## src/rtl/reduction_engine_if.sv

```systemverilog
// Operand/result handshake bundle for reduction_engine: valid/ready in, valid/ready out.
// The slave side is the engine; the master side is the producer/consumer pair.
interface reduction_engine_if #(
   parameter int WIDTH = 32
);
   logic             in_valid;
   logic             in_ready;
   logic [WIDTH-1:0] in;
   logic [1:0]       mode;
   logic             out_valid;
   logic             out_ready;
   logic             out;

   modport slave (
      input  in_valid, in, mode, out_ready,
      output in_ready, out_valid, out
   );

   modport master (
      output in_valid, in, mode, out_ready,
      input  in_ready, out_valid, out
   );
endinterface

```

## src/rtl/reduction_engine.sv

```systemverilog
// Multi-cycle OR/AND/XOR/NOR bit reduction, CHUNK bits per cycle; result valid N=WIDTH/CHUNK cycles after acceptance.
// One operation in flight, result held until out_ready; REDUCTION_EARLY_EXIT_EN stops RUN once the result is decided.
module reduction_engine #(
   parameter int WIDTH = 32,
   parameter int CHUNK = 8
) (
   input  logic               clk,
   input  logic               rst,
   reduction_engine_if.slave  bus
);
   localparam int N    = WIDTH / CHUNK;
   localparam int IDXW = (N > 1) ? $clog2(N) : 1;

   generate
      if (CHUNK < 1 || (WIDTH % CHUNK) != 0) begin : g_bad_cfg
         $error("reduction_engine: WIDTH must be a multiple of CHUNK");
      end
   endgenerate

   typedef enum logic [1:0] {IDLE, RUN, DONE} state_t;

   state_t           state_q, state_d;
   logic [WIDTH-1:0] operand_q, operand_d;
   logic [1:0]       mode_q, mode_d;
   logic             acc_q, acc_d;
   logic [IDXW-1:0]  idx_q, idx_d;
   logic             out_q, out_d;
   logic             out_valid_q, out_valid_d;

   logic [WIDTH-1:0] shifted;
   logic [CHUNK-1:0] chunk;
   logic             chunk_red;
   logic             acc_next;
   logic             decided;
   logic             last;

   // Current chunk, LSB chunk first, reduced and folded into the accumulator.
   always_comb begin
      shifted = operand_q >> (32'(idx_q) * CHUNK);
      chunk   = shifted[CHUNK-1:0];
      case (mode_q)
         2'b01:   chunk_red = &chunk;
         2'b10:   chunk_red = ^chunk;
         default: chunk_red = |chunk;
      endcase
      case (mode_q)
         2'b01:   acc_next = acc_q & chunk_red;
         2'b10:   acc_next = acc_q ^ chunk_red;
         default: acc_next = acc_q | chunk_red;
      endcase
      last = (idx_q == IDXW'(N - 1));
`ifdef REDUCTION_EARLY_EXIT_EN
      if (mode_q == 2'b01)
         decided = ~acc_next;
      else
         decided = (mode_q != 2'b10) && acc_next;
`else
      decided = 1'b0;
`endif
   end

   always_comb begin
      state_d     = state_q;
      operand_d   = operand_q;
      mode_d      = mode_q;
      acc_d       = acc_q;
      idx_d       = idx_q;
      out_d       = out_q;
      out_valid_d = out_valid_q;
      case (state_q)
         IDLE: begin
            if (bus.in_valid) begin
               operand_d = bus.in;
               mode_d    = bus.mode;
               acc_d     = (bus.mode == 2'b01);
               idx_d     = '0;
               state_d   = RUN;
            end
         end
         RUN: begin
            acc_d = acc_next;
            if (last || decided) begin
               state_d     = DONE;
               out_valid_d = 1'b1;
               out_d       = (mode_q == 2'b11) ? ~acc_next : acc_next;
            end else begin
               idx_d = idx_q + IDXW'(1);
            end
         end
         DONE: begin
            if (bus.out_ready) begin
               out_valid_d = 1'b0;
               state_d     = IDLE;
            end
         end
         default: state_d = IDLE;
      endcase
   end

   always_ff @(posedge clk or posedge rst) begin
      if (rst) begin
         state_q     <= IDLE;
         operand_q   <= '0;
         mode_q      <= 2'b00;
         acc_q       <= 1'b0;
         idx_q       <= '0;
         out_q       <= 1'b0;
         out_valid_q <= 1'b0;
      end else begin
         state_q     <= state_d;
         operand_q   <= operand_d;
         mode_q      <= mode_d;
         acc_q       <= acc_d;
         idx_q       <= idx_d;
         out_q       <= out_d;
         out_valid_q <= out_valid_d;
      end
   end

   // Reset gates ready directly so no operand is taken while the engine is held.
   assign bus.in_ready  = (state_q == IDLE) && !rst;
   assign bus.out_valid = out_valid_q;
   assign bus.out       = out_q;
endmodule
```

## src/flat_wrapper.sv

```systemverilog
// flat-port wrapper written by rule: the top's interface ports become plain ports
module reduction_engine_flat 
#(
   parameter int WIDTH = 32,
   parameter int CHUNK = 8
)
  (clk, rst, bus_in_valid, bus_in, bus_mode, bus_out_ready, bus_in_ready, bus_out_valid, bus_out);
  reduction_engine_if #(.WIDTH(WIDTH)) bus_i ();
  input  logic clk;
  input  logic rst;
  input wire logic [$bits(bus_i.in_valid)-1:0] bus_in_valid;
  input wire logic [$bits(bus_i.in)-1:0] bus_in;
  input wire logic [$bits(bus_i.mode)-1:0] bus_mode;
  input wire logic [$bits(bus_i.out_ready)-1:0] bus_out_ready;
  output wire logic [$bits(bus_i.in_ready)-1:0] bus_in_ready;
  output wire logic [$bits(bus_i.out_valid)-1:0] bus_out_valid;
  output wire logic [$bits(bus_i.out)-1:0] bus_out;
  assign bus_i.in_valid = bus_in_valid;
  assign bus_i.in = bus_in;
  assign bus_i.mode = bus_mode;
  assign bus_i.out_ready = bus_out_ready;
  assign bus_in_ready = bus_i.in_ready;
  assign bus_out_valid = bus_i.out_valid;
  assign bus_out = bus_i.out;
  reduction_engine #(.WIDTH(WIDTH), .CHUNK(CHUNK)) u_core (.clk(clk), .rst(rst), .bus(bus_i));
endmodule
```

## config.mk

```make
export PLATFORM = sky130hd
export DESIGN_NAME = reduction_engine_flat
export DESIGN_NICKNAME = d
export VERILOG_FILES = /design/src/rtl/reduction_engine_if.sv /design/src/rtl/reduction_engine.sv /design/src/flat_wrapper.sv
export SDC_FILE = /design/constraint.sdc
export NUM_CORES = 1
export LEC_CHECK = 0
export BUFFER_PORTS_ARGS = -buffer_cell sky130_fd_sc_hd__buf_2
export CAP_MARGIN = 20
export CORE_AREA = 2 2 64 66
export DETAILED_ROUTE_END_ITERATION = 10
export DIE_AREA = 0 0 66 68
export PLACE_DENSITY = 0.82
export SETUP_SLACK_MARGIN = 0.4
export SYNTH_ARGS = -nofsm -noshare
export SYNTH_HDL_FRONTEND = slang
export SYNTH_SLANG_ARGS = --single-unit
export TNS_END_PERCENT = 20
```

## constraint.sdc

```tcl
create_clock -name clk -period 5.4 [get_ports clk]
set_input_delay 0.27 -clock clk [delete_from_list [all_inputs] [get_ports clk]]
set_output_delay 0.27 -clock clk [all_outputs]
set_load 0.1 [all_outputs]
```

==> flow_summary.json, run 1 <==
{
  "hold_class": "input port to async pin",
  "cts_resized": 0,
  "cts.sinks": 41,
  "maxCapViolations": 0,
  "power_frac_seq_pct": 35.4,
  "worstPathRequired_ns": 5.62,
  "syn_area_um2": 2150,
  "ios": 41,
  "crit_chain": "mux4_2 > inv_1 > ha_1 > xor2_1 > xnor2_1 > a211oi_1 > ha_1 > a221oi_1 > o21ai_0 > a31oi_1",
  "htree_levels": 2,
  "core.rowCount": 23,
  "insertion_delay_ns": 0.30,
  "wl_met1_mm": 1.49,
  "finalCritPeriodShare_pct": 58.9,
  "synth_cell_types": 33,
  "synth_area_leaders": "dfrtp_1 (48%), mux2_2 (17%), mux4_2 (8.4%)",
  "route.met2.wl_mm": 1.89,
  "switching_share_pct": 36.5,
  "routedWlPerCell_um": 14.6,
  "drc": 0,
  "syn_area_per_cell_um2": 13.5,
  "synth.yosys.warnings": 0,
  "dieArea_um2": 4490,
  "antenna_found_initial": 0,
  "status": "complete, no violations",
  "fin_area_um2": 2480,
  "grt_pass1_vias": 1388,
  "syn-num-nets": 211,
  "core_um2": 3860,
  "slew_violations": 0,
  "grt_pass1_wl_mm": 6.27,
  "ant_nets": 0,
  "die_y_um": 68,
  "cpPeakStageDelay_ns": 0.68,
  "cts.path.max_buffers": 2,
  "cp.arrival_ns": 3.40,
  "yosysSeqAreaShare_pct": 47.8,
  "nets": 252,
  "fmax_mhz": 314,
  "p_int_w": 0.00106,
  "yosys.area.top_type": "dfrtp_1",
  "wl_met3_um": 214,
  "placed_cell_area_um2": 2360,
  "drt_iter0_drc": 32,
  "port_buffers": 40,
  "area_growth_pct": 15.4,
  "finalSetupViolCount": 0,
  "drtPass1Iterations": 4,
  "finalClockSkew_ns": 0.00375,
  "antenna_cells": 0,
  "place_congestion": 0.843,
  "avgViaCountPerCell": 5.36,
  "p_leak_nw": 1.17,
  "clock_power_share_pct": 15.5,
  "rsz0062_at_grt": "false",
  "comb_power_share_pct": 49.1,
  "top_layer": "met4",
  "grt_usage_pct": 19.1,
  "path_common_cell": "ha_1",
  "die_x_um": 66,
  "vias": 1346,
  "drive_gt1_share_pct": 45.8,
  "fin_cells": 251,
  "clockRootBuffer": "clkbuf_8",
  "power_density_nw_per_um2": 673,
  "hold_viol": 0,
  "synth_top_area_share_pct": 47.8,
  "cts_tree": "done",
  "worstPathMaxFanout": 11,
  "synth_seq_cells": 41,
  "grt_max_degree": 42,
  "overflow": 0,
  "crit_path_end_kind": "flop",
  "place_inst": 243,
  "cts_made_buffers": 5,
  "worst_slew_pin_slew_ns": 0.717,
  "hpwl_mm": 2.77,
  "cts_setup_buffers": 0,
  "clk_pin_slew_ns": 0.08,
  "syn-instance-count": 159,
  "start_kind": "flop",
  "setup_tns_ns": 0,
  "hold_buffers": 0,
  "crit_type": "flop to flop",
  "final.min_clock_period_ns": 3.18,
  "cpMaxStageDelayCell": "dfrtp_1",
  "p_switching_w": 0.000609,
  "peakVddDrop_mv": 0.312,
  "slew_headroom_pct": 52.2,
  "initial_core_util_pct": 55.7,
  "routed_wl_mm": 3.66
}
==> flip-flops by register name (all words and copies together), names as in the netlist <==
signal,cells
u_core.idx_q,2
u_core.bus.out_valid,1
u_core.state_q,2
u_core.bus.out,1
u_core.operand_q,32
u_core.mode_q,2
u_core.acc_q,1
==> layout make-up <==
class | count | area (um^2)
Fill cell | 315 | 1380
Sequential cell | 41 | 1030
Multi-Input combinational cell | 95 | 997
Timing Repair Buffer | 42 | 215
Clock buffer | 6 | 82.6
Tap cell | 50 | 62.6
Inverter | 15 | 56.3
Clock inverter | 2 | 37.5
==> synthesized netlist by cell type (all sizes together) <==
cell	n
nor3	2
mux2	33
a21oi	1
mux2i	2
a211oi	1
ha	14
nor3b	1
buf	7
a21o	1
clkbuf	1
and3b	1
xnor2	2
a22o	3
a221oi	1
a31oi	1
and2	1
xor2	1
or3	1
nor2b	3
dfrtp	41
o21ai	5
inv	15
nand3	1
nor2	4
nand2	3
nand2b	1
a211o	1
a41oi	1
mux4	8
o21bai	1
o22ai	1
==> cells in the final DEF (no fill, tap or decap), drive strengths merged, types with 2 or more instances in the layout <==
master / synthesis / layout
xnor2: 2 / 2
ha: 14 / 14
nand2: 3 / 3
o21ai: 5 / 5
inv: 15 / 15
nor3: 2 / 2
clkbuf: 1 / 6
nor2b: 3 / 3
dfrtp: 41 / 41
nor2: 4 / 4
buf: 7 / 42
mux2: 33 / 33
mux4: 8 / 8
a22o: 3 / 3
mux2i: 2 / 2
==> routing by layer <==
| metal | GRT usage (%) | up-vias |
|---|---|---|
| met4 | 9.18 | 0 |
| met1 | 22.1 | 659 |
| met3 | 5.43 | 7 |
| met5 | 0 | - |
| li1 | - | 641 |
| met2 | 33.0 | 39 |
==> worst max-delay path: cells and delay by family, from the launching register on <==
family | cells | cell delay (ns)
buffers and inverters | 1 | 0.07
AOI/OAI and AO/OA | 4 | 0.92
xor gates and xnor gates | 2 | 0.32
muxes | 1 | 0.59
adders and majority gates | 2 | 0.52
DFF | 1 | 0.68
==> cell families after synthesis <==
group                      Yosys count  synth area share, %
muxes                               43                 26.6
buffers and inverters               23                 6.06
adders and majority gates           14                 8.16
DFF                                 41                 47.8
AOI/OAI and AO/OA                   17                 5.48
and+or+nand+nor                     18                 4.66
xor gates and xnor gates             3                 1.22
==> final timing paths <==
kind	end	slack, ns	from	depth (start not counted)
max in group asynchronous	u_core.operand_q[0]	4.95	rst	3
worst min-delay path	u_core.state_q[0]	0.10	rst	3
min in group clk	u_core.mode_q[0]	0.18	bus_mode[0]	3
worst max-delay path	u_core.bus.out	2.22	u_core.idx_q[0]	10
worst min register to register	u_core.operand_q[24]	0.51	u_core.operand_q[24]	1
worst max register to register	u_core.bus.out	2.22	u_core.idx_q[0]	10
==> stage by stage <==
stage | util, % | power, W | worst slack [ns] | hold slack (ns)
CTS | 64.2 | 0.00168 | 2.16 | 0.118
detailed placement | 61.1 | 0.00142 | 2.20 | 0.437
global placement | 61.1 | 0.00136 | 2.31 | 0.411
floorplan | - | 0.00128 | 2.47 | 0.387
finish | 64.2 | 0.00167 | 2.22 | 0.102
global route | 64.2 | 0.00180 | 1.93 | 0.157
==> power groups by stage <==
stage                     clock network [W]  registers [W]  logic [W]
final                              0.000259       0.000590   0.000820
after global routing               0.000277       0.000615   0.000913
after CTS                          0.000262       0.000593   0.000826
after detailed placement                  0       0.000598   0.000826
after global placement                    0       0.000589   0.000771
after floorplan                           0       0.000552   0.000723
Note: power is estimated with default switching activity, not from simulation.
==> run 2, diff against run 1 <==
- CORE_AREA: 2 2 64 66 -> 2 2 66 68
- DIE_AREA: 0 0 66 68 -> 0 0 68 70
- PLACE_DENSITY: 0.82 -> 0.77
- clock period: 5.4 -> 3.2 ns (I/O delays scaled with it)
==> run 2 against run 1 <==
Compared with the run above: the flow now finishes with violations (hold timing); via count rose by 3.1%; die area rose by 6.1%; clock skew rose by 0.0026 ns; global-route usage fell by 0.79 points; combinational power rose to 2.5 times the previous value; non-clock buffer count rose by 9; critical path depth rose by 1; critical path type unchanged; critical endpoint unchanged.
==> flow_summary.json, run 2 (synthesized netlist as in run 1, its figures left out) <==
{
  "antenna_found_initial": 0,
  "grt_usage_pct": 18.3,
  "avgViaCountPerCell": 5.32,
  "ant_nets": 0,
  "place_inst": 248,
  "slew_violations": 0,
  "ios": 41,
  "worst_slack_ns": 0.274,
  "final.min_clock_period_ns": 2.93,
  "htree_levels": 2,
  "vias": 1388,
  "drt_iter0_drc": 48,
  "violations": "hold timing",
  "cts.sinks": 41,
  "cts_tree": "done",
  "clk_pin_slew_ns": 0.07,
  "routedWlPerCell_um": 15.0,
  "die_x_um": 68,
  "core.rowCount": 24,
  "hold_viol": 18,
  "largest_reg_flops": 32,
  "finalSetupViolCount": 0,
  "slew_headroom_pct": 51.5,
  "power_density_nw_per_um2": 1290,
  "place_ws_ns": 0.202,
  "fmax_mhz": 342,
  "crit_path_end_kind": "flop",
  "insertion_delay_ns": 0.29,
  "rsz0062_at_grt": "true",
  "final_cell_mix": "buf_2 (40), dfrtp_1 (40), mux2_2 (33), inv_1 (11)",
  "holdWs_ns": -0.0137,
  "place_congestion": 0.802,
  "antenna_cells": 0,
  "hold_class": "input port to async pin",
  "maxCapViolations": 0,
  "grt_pass1_vias": 1428,
  "worstPathRequired_ns": 3.38,
  "p_leak_nw": 1.21,
  "crit_type": "flop to flop",
  "cts_made_buffers": 5,
  "start_kind": "flop",
  "fin_cells": 261,
  "status": "complete, but fails checks",
  "worstPathMaxFanout": 8,
  "drtPass1Iterations": 4,
  "setup_tns_ns": 0,
  "grt_max_degree": 24,
  "finalClockSkew_ns": 0.00634,
  "port_buffers": 40,
  "clockRootBuffer": "clkbuf_8",
  "peakVddDrop_mv": 0.608,
  "grt_pass1_wl_mm": 6.43,
  "drc": 0,
  "overflow": 0,
  "regMostFlops": "u_core.operand_q",
  "dieArea_um2": 4760,
  "area_growth_pct": 22.1,
  "die_y_um": 70,
  "initial_core_util_pct": 51.8,
  "core_um2": 4140,
  "drive_gt1_share_pct": 54.1,
  "routed_wl_mm": 3.92,
  "worst_slew_pin_slew_ns": 0.726,
  "cp.arrival_ns": 3.10,
  "cts.path.max_buffers": 2,
  "hpwl_mm": 2.69,
  "finalCritPeriodShare_pct": 91.4,
  "nets": 261
}
## run 2: worst max-delay path, cell delays in order (launching register included)
cell and delay, ns:
dfrtp_1 0.41, buf_12 0.15, mux4_2 0.52, inv_2 0.09, ha_4 0.21, xor2_2 0.19
xnor2_2 0.16, a211oi_2 0.23, ha_1 0.30, a221oi_4 0.34, or3_1 0.15, a31oi_1 0.06
## run 2: through the flow
step                      area, um^2  utilization, %  power (W)  hold WS, ns
after floorplan                 2150               -    0.00216        0.277
after detailed placement        2390            57.8    0.00242        0.333
after CTS                       2490            60.2    0.00281       0.0126
after global routing            2620            63.3    0.00361       0.0593
final                           2620            63.3    0.00338      -0.0137
after global placement          2390            57.8    0.00237        0.321
## run 2: final cells by class
type                    count  area [um^2]
flip-flops and latches     41         1030
multi-input cells          95         1090
well taps                  52         65.1
inverters                  15         56.3
repair buffers             51          295
fillers                   327         1520
clock buffers               7         86.3
## run 2: per-layer routing
metal,routed length [um],track usage [%]
met1,1690,24.3
met2,1970,28.5
met3,191,5.15
met4,69,6.67
met5,0,0
## run 2: power breakdown
| part | leakage (nW) | total, W | internal (W) | switching (W) |
|---|---|---|---|---|
| Sequential | 0.483 | 0.000967 | 0.000780 | 0.000187 |
| Combinational | 0.687 | 0.00207 | 0.00113 | 0.000945 |
| Clock | 0.0443 | 0.000340 | 0.000171 | 0.000169 |
## run 2: path summary, 6_finish.rpt
kind | cells after the start | slack (ns) | end | from
worst max-delay path | 11 | 0.27 | u_core.bus.out | u_core.idx_q[0]
worst min-delay path | 2 | -0.01 | u_core.bus.out_valid | rst
worst max register to register | 11 | 0.27 | u_core.bus.out | u_core.idx_q[0]
worst min register to register | 1 | 0.51 | u_core.operand_q[16] | u_core.operand_q[16]
max in group asynchronous | 3 | 2.44 | u_core.idx_q[1] | rst
min in group clk | 3 | 0.08 | u_core.mode_q[0] | bus_mode[0]
## run 2: timing repair
action / in CTS / in global routing
setup buffers: 1 / 5
endpoints found under the setup margin: 2 / 2
resized for setup: 1 / 15
hold buffers: 0 / 0
pin swaps: 0 / 9
